[config.mk]
export PLATFORM = sky130hd
export DESIGN_NAME = dmac_wr_engine
export DESIGN_NICKNAME = d
export VERILOG_FILES = /design/src/rtl/dmac_wr_engine.sv
export SDC_FILE = /design/constraint.sdc
export NUM_CORES = 1
export LEC_CHECK = 0
export BUFFER_PORTS_ARGS = -buffer_cell sky130_fd_sc_hd__buf_2
export CAP_MARGIN = 15
export CELL_PAD_IN_SITES_DETAIL_PLACEMENT = 1
export CELL_PAD_IN_SITES_GLOBAL_PLACEMENT = 1
export CORE_MARGIN = 2
export CORE_UTILIZATION = 38
export CTS_CLUSTER_SIZE = 40
export DETAILED_ROUTE_END_ITERATION = 12
export GPL_ROUTABILITY_DRIVEN = 0
export PLACE_DENSITY = 0.86
export SETUP_SLACK_MARGIN = 0.1
export SYNTH_ARGS = -nofsm -noshare
export SYNTH_HDL_FRONTEND = slang
export SYNTH_SLANG_ARGS = --single-unit
[constraint.sdc]
create_clock -name clk -period 6.95 [get_ports clk]
set_clock_uncertainty 0.1 [all_clocks]
set_input_delay 1.39 -clock clk [delete_from_list [all_inputs] [get_ports clk]]
set_output_delay 1.39 -clock clk [all_outputs]
set_load 0.01 [all_outputs]
[src/rtl/dmac_wr_engine.sv]
// DMAC write engine: drains the show-ahead FIFO into AXI INCR write bursts,
// one burst outstanding at a time, never crossing a 4 KB boundary.
//   state  | meaning
//   S_IDLE | waiting for start, done_o high
//   S_AW   | presenting the burst address
//   S_W    | streaming burst beats from the FIFO
//   S_B    | waiting for the write response
module dmac_wr_engine #(
  parameter int          MAX_BURST_LG2 = 4,
  parameter logic [3:0]  ID            = 4'd0
) (
  input  logic        clk,
  input  logic        rst,
  input  logic        start_i,
  input  logic [31:0] dst_addr_i,
  input  logic [15:0] byte_len_i,
  output logic        done_o,
  output logic        err_o,
  input  logic        fifo_empty_i,
  input  logic [31:0] fifo_rdata_i,
  output logic        fifo_rden_o,
  output logic [3:0]  awid_o,
  output logic [31:0] awaddr_o,
  output logic [3:0]  awlen_o,
  output logic [2:0]  awsize_o,
  output logic [1:0]  awburst_o,
  output logic        awvalid_o,
  input  logic        awready_i,
  output logic [3:0]  wid_o,
  output logic [31:0] wdata_o,
  output logic [3:0]  wstrb_o,
  output logic        wlast_o,
  output logic        wvalid_o,
  input  logic        wready_i,
  input  logic [3:0]  bid_i,
  input  logic [1:0]  bresp_i,
  input  logic        bvalid_i,
  output logic        bready_o
);

  typedef enum logic [1:0] {S_IDLE, S_AW, S_W, S_B} state_t;

  localparam logic [15:0] MAX_BEATS = 16'(1 << MAX_BURST_LG2);

  state_t      r_state, w_state_nxt;
  logic [31:0] r_addr;
  logic [15:0] r_remain;
  logic [3:0]  r_beat_cnt;
  logic [4:0]  r_burst_len;
  logic        r_err;

  logic [10:0] w_to_4k_words;
  logic [15:0] w_cap;
  logic [4:0]  w_burst_len;
  logic [15:0] w_remain_nxt;
  logic        w_start_ok;
  logic        w_wvalid;
  logic        w_whs;

  // Address LSBs, length LSBs and BID carry no information for this engine.
  logic w_unused;
  assign w_unused = ^{bid_i, dst_addr_i[1:0], byte_len_i[1:0]};

  always_comb begin
    w_to_4k_words = 11'h400 - {1'b0, r_addr[11:2]};
    w_cap = (r_remain < MAX_BEATS) ? r_remain : MAX_BEATS;
    if ({5'd0, w_to_4k_words} < w_cap)
      w_cap = {5'd0, w_to_4k_words};
    w_burst_len = w_cap[4:0];
  end

  assign w_remain_nxt = r_remain - {11'd0, r_burst_len};
  assign w_start_ok   = start_i && (byte_len_i[15:2] != 14'd0);
  assign w_wvalid     = (r_state == S_W) && !fifo_empty_i;
  assign w_whs        = w_wvalid && wready_i;

  always_ff @(posedge clk) begin
    if (rst) r_state <= S_IDLE;
    else     r_state <= w_state_nxt;
  end

  always_comb begin
    w_state_nxt = r_state;
    case (r_state)
      S_IDLE: if (w_start_ok) w_state_nxt = S_AW;
      S_AW:   if (awready_i) w_state_nxt = S_W;
      S_W:    if (w_whs && r_beat_cnt == 4'd0) w_state_nxt = S_B;
      S_B:    if (bvalid_i) w_state_nxt = (w_remain_nxt == 16'd0) ? S_IDLE : S_AW;
      default: w_state_nxt = S_IDLE;
    endcase
  end

  always_ff @(posedge clk) begin
    if (rst) begin
      r_addr      <= 32'd0;
      r_remain    <= 16'd0;
      r_beat_cnt  <= 4'd0;
      r_burst_len <= 5'd0;
      r_err       <= 1'b0;
    end else begin
      case (r_state)
        S_IDLE: if (w_start_ok) begin
          r_addr   <= {dst_addr_i[31:2], 2'b00};
          r_remain <= {2'b00, byte_len_i[15:2]};
          r_err    <= 1'b0;
        end
        S_AW: if (awready_i) begin
          r_beat_cnt  <= w_burst_len[3:0] - 4'd1;
          r_burst_len <= w_burst_len;
        end
        S_W: if (w_whs) r_beat_cnt <= r_beat_cnt - 4'd1;
        S_B: if (bvalid_i) begin
          r_err    <= r_err | (bresp_i != 2'b00);
          r_addr   <= r_addr + {25'd0, r_burst_len, 2'b00};
          r_remain <= w_remain_nxt;
        end
        default: ;
      endcase
    end
  end

  assign done_o      = (r_state == S_IDLE);
  assign err_o       = r_err;
  assign awid_o      = ID;
  assign awaddr_o    = (r_state == S_AW) ? r_addr : 32'd0;
  assign awlen_o     = (r_state == S_AW) ? (w_burst_len[3:0] - 4'd1) : 4'd0;
  assign awsize_o    = 3'b010;
  assign awburst_o   = 2'b01;
  assign awvalid_o   = (r_state == S_AW);
  assign wid_o       = ID;
  assign wdata_o     = fifo_rdata_i;
  assign wstrb_o     = 4'hF;
  assign wlast_o     = (r_state == S_W) && (r_beat_cnt == 4'd0);
  assign wvalid_o    = w_wvalid;
  assign fifo_rden_o = w_whs;
  assign bready_o    = (r_state == S_B);

endmodule

---- After elaboration in Yosys (flattened, before gate mapping) ----
Index checks and enable logic that the tools add are counted.
word-level totals
  bits in registers ....................... 60
  latch bits .............................. 0
  RAM bits ................................ 0
  memory bits (read-only) ................. 0
  input port bits ......................... 93
  output and inout port bits .............. 92
  logic and storage cells ................. 61
  memories ................................ 0
cells by class
  add/sub/neg operators ................... 5
  $mul .................................... 0
  divide/modulo/power cells ............... 0
  order comparisons ....................... 2
  equality and inequality tests ........... 8
  shift operators ......................... 0
  muxes and demuxes ....................... 22
  bitwise logic cells ..................... 1
  reductions and logical operators ........ 17
operators by type and width
  cell                                                 number
  2-to-1 mux 32 bit                                    3
  case mux 32 bit (2 select lines)                     1
  2-to-1 mux 16 bit                                    3
  adder 32 x 7 -> 32 bit                               1
  case mux 16 bit (2 select lines)                     1
  logical NOT 16 bit                                   1
  < comparator 11 x 16 -> 1 bit                        1
  < comparator 16 x 5 -> 1 bit, second input constant  1
  subtractor 16 x 5 -> 16 bit                          1
  nonzero test 14 bit                                  1
  2-to-1 mux 4 bit                                     3
  subtractor 11 x 10 -> 11 bit, first input constant   1
  2-to-1 mux 2 bit                                     4
  case mux 2 bit (4 select lines)                      1
  case mux 4 bit (2 select lines)                      1
  subtractor 4 x 1 -> 4 bit, second input constant     2
  != test 2 x 1 -> 1 bit, second input constant        3
  AND reduction 3 bit                                  2
  nonzero test 2 bit                                   3
  logical AND 1 bit                                    5
  2-to-1 mux 5 bit                                     1
  equality test 2 bit, second input constant           2
  logical NOT 4 bit                                    1
  != test 2 bit, second input constant                 2
  other kinds (8)                                      10

---- Logic depth before layout (Yosys ltp) ----
Gate-level depths: netlist of the first run.
  depth after elaboration ................. 7
  depth in mapped cells ................... 17
  mapped depth without buffers ............ 17

---- Worst setup path before layout of the first run ----
No wires, ideal clock.
  kind .................................... register -> output
  start point ............................. register r_remain[13]
  end point ............................... output port awlen_o[2]
  arrival ................................. 3.116 ns
  data required time ...................... 5.460 ns
  setup slack ............................. 2.344 ns
  cell stages (with the launch flop) ...... 13
  buffers on the path ..................... 1
  cells stage by stage .................... dfxtp_1 -> or4_4 -> nor4_4 -> buf_6 -> nand2_4 -> ha_1 -> o211ai_1 -> nand2_1 -> or4b_2 -> o2bb2ai_1 -> ha_1 -> xnor2_1 -> and2_1
between the ends
  longest elaborated chain between the ends .. 6
RTL lines
  what                           RTL line  text
  start: declaration             47        logic [15:0] r_remain;
  start signal: assignment       104       r_remain <= {2'b00, byte_len_i[15:2]};
  start signal: assignment       115       r_remain <= w_remain_nxt;
  < comparator 16 x 5 -> 1 bit   66        w_cap = (r_remain < MAX_BEATS) ? r_remain : MAX_BEATS;
  2-to-1 mux 16 bit (*)          66
  < comparator 11 x 16 -> 1 bit  67        if ({5'd0, w_to_4k_words} < w_cap)
  2-to-1 mux 5 bit (*)           67
  subtractor 4 x 1 -> 4 bit (*)  126       assign awlen_o = (r_state == S_AW) ? (w_burst_len[3:0] - 4'd1) : 4'd0;
  2-to-1 mux 4 bit (*)           126
  end: declaration               24        output logic [3:0] awlen_o,
Mark *: on every way between the ends. The rest lies on a longest branch, timed or not.

---- Worst setup path after layout of the first run ----
Ends and elaborated chain as after synthesis.

==> run metrics, run 1 <==
status=completed; CP Capture Type=primary output; EDFF count, synth=0; Total Nets Final=835; CTS tree=done; hpwl dp=approximately 12,000 µm; post-cts sizing count=0; Leak Pwr=~2.4 nW; Final Hold Viols=0; Site Rows=41; Final Slew Violations=0; Die X=between 100 and 150 µm; worst slew pin tran=1.06 ns; min cycle time layout=5.89 ns; Req. time, crit path=5.46 ns; Synth Instances=670; Port Buffer Count=93; drt total wl=17,400 µm; Max VDD drop=0.000201 V; GR Util met3=2.46%; 1st-iter DRT viols=432; Clock Pin Slew Worst Setup and Hold Paths=approximately 0.050 ns; final setup fails=0; Crit Path Max Fanout=11; M2 GR Usage=43.3%; clock share of power=19.2%; RSZ-0062 raised after global routing=no; met1 GRT Util=approximately 30%; Clock Latency Late Sink=approximately 0.35 ns; Chip Height=119 µm; Max-Cap Viols=0; first-pass GRT wire length=28,100 µm; P_sw=1.38 mW; Comb pwr share=58.1%; sequential fraction of the synthesis area=23.2%; worst path arrival time=4.40 ns; post-layout util=around 44%; CTS buffer count=9; crit path kind=reg -> out; sequential power share=a little under a quarter; relative slew slack=29.6%; Yosys Warn Count=0; # H-tree levels=3; clk buf depth=2; # IOs=185; Post-synth ARST share=0%; Most used DFF post-synth=dfxtp_1; Initial DRT Pass Iterations=5; gr ovfl total=0; WL/cell=19.5 µm; Total GRT Usage=24.4%; vias in the first global route=5,480; CTS hold repair buffers=0; drc violations=0; global routing's busiest layer=met2; average size of a mapped cell=7.47 µm²; initial antenna violation count=0; pin count of the biggest net entering global routing=54; initial core utilization=39.4%; DR vias=5,261; worst min path class=reg -> reg; Sw Ratio=48.9%; power density cells=503 nW/µm²; detail-routed via count per cell=5.91; post-route ant nets=0; post-route non-filler standard cell count=890; crit path launch type=register; share of cells above drive strength 1=18.5%; CTS sink count=58; root buffer cell=clkbuf_16; Die Area=14,100 µm²; synthesized flop and latch total=58; # diodes=0; synth unique cells=74; setup_tns=0 ns; setup bufs post-CTS=0; period utilization=between 80% and 90%; Inst Count DP=872; R2R setup slack=about 2.6 ns; core region area=12,700 µm²; Cell Area, Synth=5010 µm²; Fmax achieved=about 170 MHz; synthesis-to-finish area growth=12.2%; P_int=1.44 mW
[logic make-up (layout without fill, tap and decap cells)]
group / Yosys count / count (layout) / share of synthesized area (%)
and+or+nand+nor: 272 / 272 / 27.6
AOI/OAI and AO/OA: 165 / 165 / 23.5
buffers and inverters: 119 / 144 / 13.4
DFF: 58 / 58 / 23.2
adders and majority gates: 29 / 29 / 7.55
xor gates and xnor gates: 17 / 17 / 2.97
muxes: 8 / 8 / 1.62
other: 2 / 25 / 0.150
[per-stage QoR]
step	instance area, µm²	total power, mW	hold WS, ns	setup slack [ns]
5_1_grt	5620	3.02	0.451	0.843
3_5_place_dp	5250	2.22	0.405	1.45
6_report	5620	2.83	0.412	1.06
3_3_place_gp	5250	2.12	0.381	1.75
2_1_floorplan	5090	1.78	0.352	2.34
4_1_cts	5610	2.79	0.422	1.09
[sequential cells by signal, indices dropped and copies added (netlist names)]
name / count
r_burst_len: 5
err_o: 1
r_state: 2
r_beat_cnt: 4
r_addr: 30
r_remain: 16
[final timing paths]
| path | from | end | cells after the start |
|---|---|---|---|
| min reg2reg | err_o | err_o | 2 |
| max | r_remain[13] | awlen_o[2] | 14 |
| max reg2reg | r_remain[13] | r_beat_cnt[1] | 15 |
| min | err_o | err_o | 2 |
[layout by cell type, fill, tap and decap left out, types with 4 or more instances in the layout]
cell        n
nand2_1    38
a21o_1      6
nor2b_1     7
conb_1     25
a221oi_1    9
a2111oi_0   7
nor3_1     23
xnor2_1    11
and3_1      4
nand3_1    20
ha_1       27
a211oi_1   14
a31oi_1     4
o211ai_1    4
o22ai_1     6
nand2b_1    8
nor4_1      9
xor2_1      6
buf_4       6
a222oi_1    6
mux2i_1     7
buf_2      95
nand4_1    10
o21ai_0    30
nor2_1     88
dfxtp_1    58
a22oi_1     5
o21a_1      5
and2_1     37
a21oi_1    29
or3_1       6
clkbuf_16   9
inv_1      27
[cells in the mapped netlist (4+ instances only)]
| cell type | instances | area, µm² |
|---|---|---|
| nor3_1 | 23 | 115 |
| ha_1 | 27 | 338 |
| xor2_1 | 6 | 52.6 |
| nor2_1 | 89 | 334 |
| nor4_1 | 9 | 56.3 |
| a2111oi_0 | 7 | 61.3 |
| nand2_1 | 38 | 143 |
| nand2b_1 | 8 | 50.1 |
| buf_2 | 8 | 40.0 |
| a21o_1 | 6 | 45.0 |
| or3_1 | 6 | 37.5 |
| a211oi_1 | 14 | 105 |
| and3_1 | 4 | 25.0 |
| dfxtp_1 | 58 | 1160 |
| nor2b_1 | 7 | 43.8 |
| nand3_1 | 20 | 100 |
| o22ai_1 | 6 | 37.5 |
| mux2i_1 | 7 | 70.1 |
| buf_4 | 53 | 398 |
| and2_1 | 37 | 231 |
| o21ai_0 | 30 | 150 |
| xnor2_1 | 11 | 96.3 |
| inv_1 | 27 | 101 |
| a221oi_1 | 9 | 78.8 |
| a222oi_1 | 6 | 60.1 |
| o21a_1 | 5 | 37.5 |
| o211ai_1 | 4 | 30.0 |
| clkbuf_1 | 28 | 105 |
| a31oi_1 | 4 | 25.0 |
| nand4_1 | 10 | 62.6 |
| a22oi_1 | 5 | 37.5 |
| a21oi_1 | 29 | 145 |
[worst max-delay path, cell delays in order, from the launching register on]
cell	delay, ns
dfxtp_1	0.35
or4_4	0.54
nor4_4	0.61
nand2_4	0.09
ha_1	0.35
a211oi_1	0.34
and3_1	0.28
nor3b_1	0.40
nand2_1	0.14
o21ai_0	0.10
a22oi_1	0.15
ha_1	0.29
xnor2_1	0.13
and2_1	0.15
buf_2	0.13
[cell type report]
class	instances	area [µm²]
clock buffers	11	253
clock inverters	5	100
fillers	1668	7110
inverters	27	101
multi-input cells	516	3270
flip-flops and latches	58	1160
well taps	172	215
repair buffers	101	520
[metal layers]
layer  part of all wire (%)  wire length [µm]
met2                     51              8840
met3                    5.1               889
met4                    3.1               531
met1                     41              7130
met5                      0                 0
[power groups by stage]
stage | combinational (mW) | clock, mW | sequential (mW)
after floorplan | 1.22 | 0 | 0.564
after global placement | 1.50 | 0 | 0.619
after detailed placement | 1.59 | 0 | 0.636
after CTS | 1.62 | 0.542 | 0.632
after global routing | 1.81 | 0.552 | 0.656
final | 1.64 | 0.543 | 0.640
Note: power is estimated with default switching activity, not from simulation.
==> run 2, diff against run 1 <==
--- a/config.mk
+++ b/config.mk
@@ -5,16 +5,17 @@
 export SDC_FILE = /design/constraint.sdc
 export NUM_CORES = 1
 export LEC_CHECK = 0
+export ABC_AREA = 1
 export BUFFER_PORTS_ARGS = -buffer_cell sky130_fd_sc_hd__buf_2
 export CAP_MARGIN = 15
 export CELL_PAD_IN_SITES_DETAIL_PLACEMENT = 1
 export CELL_PAD_IN_SITES_GLOBAL_PLACEMENT = 1
 export CORE_MARGIN = 2
-export CORE_UTILIZATION = 38
+export CORE_UTILIZATION = 31
 export CTS_CLUSTER_SIZE = 40
 export DETAILED_ROUTE_END_ITERATION = 12
 export GPL_ROUTABILITY_DRIVEN = 0
-export PLACE_DENSITY = 0.86
+export PLACE_DENSITY = 0.76
 export SETUP_SLACK_MARGIN = 0.1
 export SYNTH_ARGS = -nofsm -noshare
 export SYNTH_HDL_FRONTEND = slang
==> constraint.sdc (replaced) <==
create_clock -name clk -period 5.01 [get_ports clk]
set_clock_uncertainty 0.1 [all_clocks]
set_input_delay 1.002 -clock clk [delete_from_list [all_inputs] [get_ports clk]]
set_output_delay 1.002 -clock clk [all_outputs]
set_load 0.01 [all_outputs]
==> run 2 against run 1 <==
  * Die area grew 25%
  * Global-route usage down 6.8 points
  * Combinational power up 35%
  * Critical endpoint unchanged
  * Sequential cell count unchanged
  * Largest power group unchanged
  * Wire length shrank 11%
  * Hold slack worse by 0.056 ns
  * Count of clock-buffer cells in the layout stayed put
==> run metrics, run 2 <==
status=completed; first-pass GRT wire length=25,100 µm; drc violations=0; max reg flops=30; initial core utilization=roughly a third; main area contributors after synthesis=dfxtp_1 (23%), nand2_1 (14%), inv_1 (7.6%); synthesized flop and latch total=58; Post-synth ARST share=0%; WL/cell=14.5 µm; pin count of the biggest net entering global routing=53; Cell Area, Synth=5150 µm²; hpwl dp=11,300 µm; root buffer cell=clkbuf_16; setup bufs post-CTS=0; CP Capture Type=primary output; Crit path top cell by count=nand2_1; power density cells=about 640 nW/µm²; synthesis-to-finish area growth=12.9%; Port Buffer Count=93; share of cells above drive strength 1=a little under a fifth; vias in the first global route=5,053; Clock Pin Slew Worst Setup and Hold Paths=0.06 ns; worst path arrival time=3.42 ns; gr ovfl total=0; CTS hold repair buffers=0; worst slew pin tran=0.910 ns; post-route ant nets=0; crit path kind=reg -> out; final setup fails=0; DR vias=5,095; worst min path class=reg -> reg; # H-tree levels=3; delay of the slowest cell on the worst path=0.36 ns; Largest Register=r_addr; most frequent cells in the layout=nand2_1 (191), inv_1 (104), buf_2 (93); Yosys top cell by area=dfxtp_1; Initial DRT Pass Iterations=4; EDFF count, synth=0; core region area=roughly 16,000 µm²; Leak Pwr=2.88 nW; Placed Instance Area=5460 µm²; drt total wl=~15,000 µm; Top Registers=r_addr: 30 flops, r_remain: 16 flops, r_burst_len: 5 flops; Req. time, crit path=3.91 ns; Yosys Warn Count=0; Site Rows=47; Max-Cap Viols=0; Synth Instances=781; clk buf depth=2; Most used DFF post-synth=dfxtp_1; relative slew slack=39.2%; min cycle time layout=4.52 ns; # diodes=0; period utilization=90.3%; crit path launch type=register; Total GRT Usage=about 18%; most common cell in the netlist=nand2_1; Die X=133 µm; detail-routed via count per cell=4.80; initial antenna violation count=0; synth unique cells=47; Fmax achieved=221 MHz; most common cell after layout, fill and taps aside=nand2_1; average size of a mapped cell=6.60 µm²; RSZ-0062 raised after global routing=no; Crit Path Max Fanout=6; sequential fraction of the synthesis area=22.5%; Chip Height=133 µm; CTS sink count=between 50 and 60; Final Hold Viols=0; Total Nets Final=between 900 and 1,000; design area=5820 µm²; critical path, cell by cell=nor3_2 > nor3b_4 > nand2_1 > nor3_1 > nand2_1 > xor2_1 > ha_1 > a21o_1 > a21oi_2 > nand2_2 > nand2_1 > nand2_2 > ha_1 > xor2_1 > nor2_1 > buf_2; 1st-iter DRT viols=269; Clock Latency Late Sink=0.34 ns; filler instances=between 2,000 and 2,500; top post-synthesis cells by count=nand2_1 (191), inv_1 (104), dfxtp_1 (58); share of the synthesized area in the top cell type=22.5%; Max VDD drop=0.000242 V; CTS tree=done; CTS buffer count=9; # IOs=185; Die Area=about 18,000 µm²; Final Slew Violations=0; Worst path slowest cell=dfxtp_1; setup_tns=0 ns
-- run 2: cell families (layout without fill, tap and decap cells) --
group | count (synthesis) | in the layout | synth area share (%)
and+or+nand+nor | 329 | 329 | 28.9
adders and majority gates | 29 | 29 | 7.33
DFF | 58 | 58 | 22.5
other | 2 | 25 | 0.146
xor gates and xnor gates | 36 | 36 | 6.12
AOI/OAI and AO/OA | 140 | 140 | 16.1
buffers and inverters | 187 | 225 | 18.9
-- run 2: worst max-delay path: cells and delay by family, from the launching register on --
family / cells / cell delay (ns)
simple gates: 9 / 1.31
fa+ha+maj: 2 / 0.48
buf+inv: 1 / 0.14
compound gates: 2 / 0.42
xor+xnor: 2 / 0.37
flops: 1 / 0.36
-- run 2: through the flow --
stage	std cells	hold WS, ns	util, %	total power [mW]	setup WS (ns)
floorplan	804	0.354	-	2.48	0.991
global placement	1045	0.347	33.3	2.93	0.492
detailed placement	1045	0.351	33.3	2.99	0.467
CTS	1061	0.361	35.3	3.72	0.202
global route	1062	0.391	35.4	4.13	0.149
finish	1062	0.356	35.4	3.72	0.487
-- run 2: path summary, 6_finish.rpt --
path,slack (ns),from,endpoint,cells past startpoint
max,0.49,r_addr[2],awlen_o[2],16
min,0.36,err_o,err_o,2
max reg2reg,1.68,r_addr[2],r_beat_cnt[2],17
min reg2reg,0.36,err_o,err_o,2
-- run 2: final cells by class --
| cell class | instances | area (µm²) | share of cell area (%) |
|---|---|---|---|
| multi-input cells | 559 | 3130 | 53.8 |
| flip-flops and latches | 58 | 1160 | 20.0 |
| repair buffers | 99 | 518 | 8.91 |
| inverters | 110 | 413 | 7.10 |
| well taps | 220 | 275 | 4.73 |
| clock buffers | 11 | 243 | 4.17 |
| clock inverters | 5 | 77.6 | 1.33 |
-- run 2: per-layer routing --
metal / wire, µm / GRT usage (%) / vias up
met5: 0 / 0 / -
met4: 266 / 5.91 / 0
met3: 652 / 3.30 / 13
met2: 7160 / 28.8 / 97
met1: 7320 / 23.4 / 2411
li1: - / - / 2574
-- run 2: what timing repair did --
action	4_1_cts	5_1_grt
gates cloned	0	0
gates resized for setup	1	3
setup endpoints to repair	1	3
-- run 2: where the power goes --
group	leakage (nW)	switching (mW)	total (mW)	internal (mW)
sequential	0.477	0.207	0.819	0.612
combinational	2.25	1.42	2.22	0.795
clock	0.156	0.235	0.682	0.447
total	2.88	1.86	3.72	1.85
==> run 3, diff against run 2 <==
--- a/config.mk
+++ b/config.mk
@@ -5,17 +5,16 @@
 export SDC_FILE = /design/constraint.sdc
 export NUM_CORES = 1
 export LEC_CHECK = 0
-export ABC_AREA = 1
 export BUFFER_PORTS_ARGS = -buffer_cell sky130_fd_sc_hd__buf_2
 export CAP_MARGIN = 15
 export CELL_PAD_IN_SITES_DETAIL_PLACEMENT = 1
 export CELL_PAD_IN_SITES_GLOBAL_PLACEMENT = 1
 export CORE_MARGIN = 2
-export CORE_UTILIZATION = 31
+export CORE_UTILIZATION = 32
 export CTS_CLUSTER_SIZE = 40
 export DETAILED_ROUTE_END_ITERATION = 12
 export GPL_ROUTABILITY_DRIVEN = 0
-export PLACE_DENSITY = 0.76
+export PLACE_DENSITY = 0.77
 export SETUP_SLACK_MARGIN = 0.1
 export SYNTH_ARGS = -nofsm -noshare
 export SYNTH_HDL_FRONTEND = slang
==> run 3 against run 2 <==
  * Clock power fell by 11%
  * Global-route usage rose by 1.9 points
  * Critical path depth fell by 2
  * Combinational power rose by 11%
  * First-iteration DRC count rose by 26%
  * Die area fell by 5.7%
  * Final cell count fell by 11%
  * Critical endpoint is now awlen_o[3]
  * Largest cell class unchanged
  * Largest power group unchanged
==> run metrics, run 3 (synthesized netlist as in run 1, its figures left out) <==
status=completed; clk buf depth=2; CTS buffer count=9; Port Buffer Count=93; CTS tree=done; post-route non-filler standard cell count=940; P_int=2.01 mW; Inst Count DP=918; Crit path top cell by count=buf_4; min cycle time layout=4.86 ns; WL/cell=17.7 µm; period utilization=a little over nine tenths; 1st-iter DRT viols=338; most frequent cells in the layout=buf_2 (94), nor2_1 (88), dfxtp_1 (58); post-layout util=38.0%; power density cells=681 nW/µm²; Die X=129 µm; detail-routed via count per cell=around 5.4; worst min path class=reg -> reg; first-pass GRT wire length=25,900 µm; Total GRT Usage=19.6%; Clock Pin Slew Worst Setup and Hold Paths=0.05 ns; Top Registers=r_addr: 30 flops, r_remain: 16 flops, r_burst_len: 5 flops; Site Rows=45; clock share of power=roughly 15%; critical path, cell by cell=or4_4 > nor4_4 > buf_4 > nand2_1 > ha_1 > a211oi_2 > and3_1 > nor3b_4 > buf_4 > nand3_1 > o211a_1 > xor2_2 > and2_1 > buf_2; gr ovfl total=0; Final Slew Violations=0; Comb pwr share=62.7%; area of the multi-input gates=3380 µm²; Chip Height=129 µm; crit path launch type=register; worst slew pin tran=1.10 ns; initial core utilization=32.8%; DR vias=5,063; pin count of the biggest net entering global routing=53; max reg flops=30; Worst path slowest cell=or4_4; drt total wl=approximately 17,000 µm; Max-Cap Viols=0; Crit path max-delay family=simple AND/OR/NAND/NOR gates; share of cells above drive strength 1=between 20% and 30%; crit path kind=reg -> out; Max VDD drop=0.000247 V; relative slew slack=26.8%; sequential power share=22.0%; Final Hold Viols=0; hpwl dp=11,700 µm; synthesis-to-finish area growth=15.7%; CP Capture Type=primary output; # H-tree levels=3; final setup fails=0; filler instances=~1,900; # IOs=roughly 190; Sw Ratio=49.1%; Die Area=between 15,000 and 20,000 µm²; most common cell after layout, fill and taps aside=buf_2; Leak Pwr=2.47 nW; P_sw=1.94 mW; Initial DRT Pass Iterations=5; # diodes=0; Req. time, crit path=3.91 ns; delay of the slowest cell on the worst path=between 0.5 and 0.6 ns; setup_tns=0 ns; vias in the first global route=4,990; Clock Latency Late Sink=0.34 ns; drc violations=0; worst path arrival time=3.76 ns; Crit Path Max Fanout=5; CTS sink count=58; root buffer cell=clkbuf_16; FF/Latch Area=1160 µm²; RSZ-0062 raised after global routing=yes; initial antenna violation count=0; core region area=15,300 µm²; post-route ant nets=0; Largest Register=r_addr; WP buf/inv=3; Total Nets Final=~850; Fmax achieved=206 MHz
==> run 3: changes by cell type in the layout (fill, tap and decap cells not counted), sizes merged, moves of 13 or more <==
| cell | delta |
|---|---|
| and2 | +40 |
| nand2 | -161 |
| inv | -81 |
| xor2 | -21 |
| buf | +13 |
| nor2 | +36 |
| a21oi | -27 |
| a31oi | -14 |
==> run 3: path summary, 6_finish.rpt <==
path	slack, ns	end	cells past startpoint	start
max	0.15	awlen_o[3]	14	r_remain[13]
min reg2reg	0.41	err_o	2	err_o
max reg2reg	1.30	r_beat_cnt[1]	17	r_remain[13]
min	0.41	err_o	2	err_o
==> run 3: timing repair <==
item / 4_1_cts / 5_1_grt
hold buffers: 0 / 0
gates resized for setup: 2 / 17
hold endpoints to repair: 0 / 0
pin swaps: 1 / 1
setup endpoints to repair: 3 / 4
buffers inserted: 2 / 3
==> run 3: layer usage <==
metal | GRT usage (%) | up-vias | share of wire [%]
li1 | - | 2441 | -
met1 | 25.8 | 2476 | 46
met2 | 32.1 | 121 | 48
met3 | 4.05 | 25 | 4.2
met4 | 6.39 | 0 | 1.8
met5 | 0 | - | 0
==> run 3: stage by stage <==
stage | setup slack, ns | area [µm²] | power [mW] | hold WS (ns)
finish | 0.146 | 5790 | 3.95 | 0.409
floorplan | 0.792 | 5090 | 2.47 | 0.352
CTS | 0.00104 | 5660 | 3.76 | 0.404
global route | -0.00999 | 5790 | 4.27 | 0.437
global placement | 0.362 | 5350 | 3.04 | 0.390
detailed placement | 0.304 | 5350 | 3.09 | 0.391
==> run 3: area by class of cell <==
cell class	instances	area share, %
multi-input combinational	516	58.3
sequential	58	20.0
timing repair buffer	112	10.5
clock buffer	14	4.73
tap	211	4.56
inverter	27	1.75
clock inverter	2	0.173
==> run 3: worst reg2reg max path, delay by kind of cell (launching register included) <==
family | cells | cell delay [ns]
AOI/OAI and AO/OA | 5 | 0.78
adders and majority gates | 2 | 0.47
buffers and inverters | 3 | 0.42
DFF | 1 | 0.36
and+or+nand+nor | 7 | 1.44
==> run 3: power by group through the flow <==
stage | clock network, mW | registers (mW) | logic, mW
5_1_grt | 0.634 | 0.897 | 2.74
3_3_place_gp | 0 | 0.860 | 2.18
4_1_cts | 0.614 | 0.857 | 2.29
2_1_floorplan | 0 | 0.782 | 1.69
3_5_place_dp | 0 | 0.865 | 2.23
6_report | 0.605 | 0.866 | 2.47
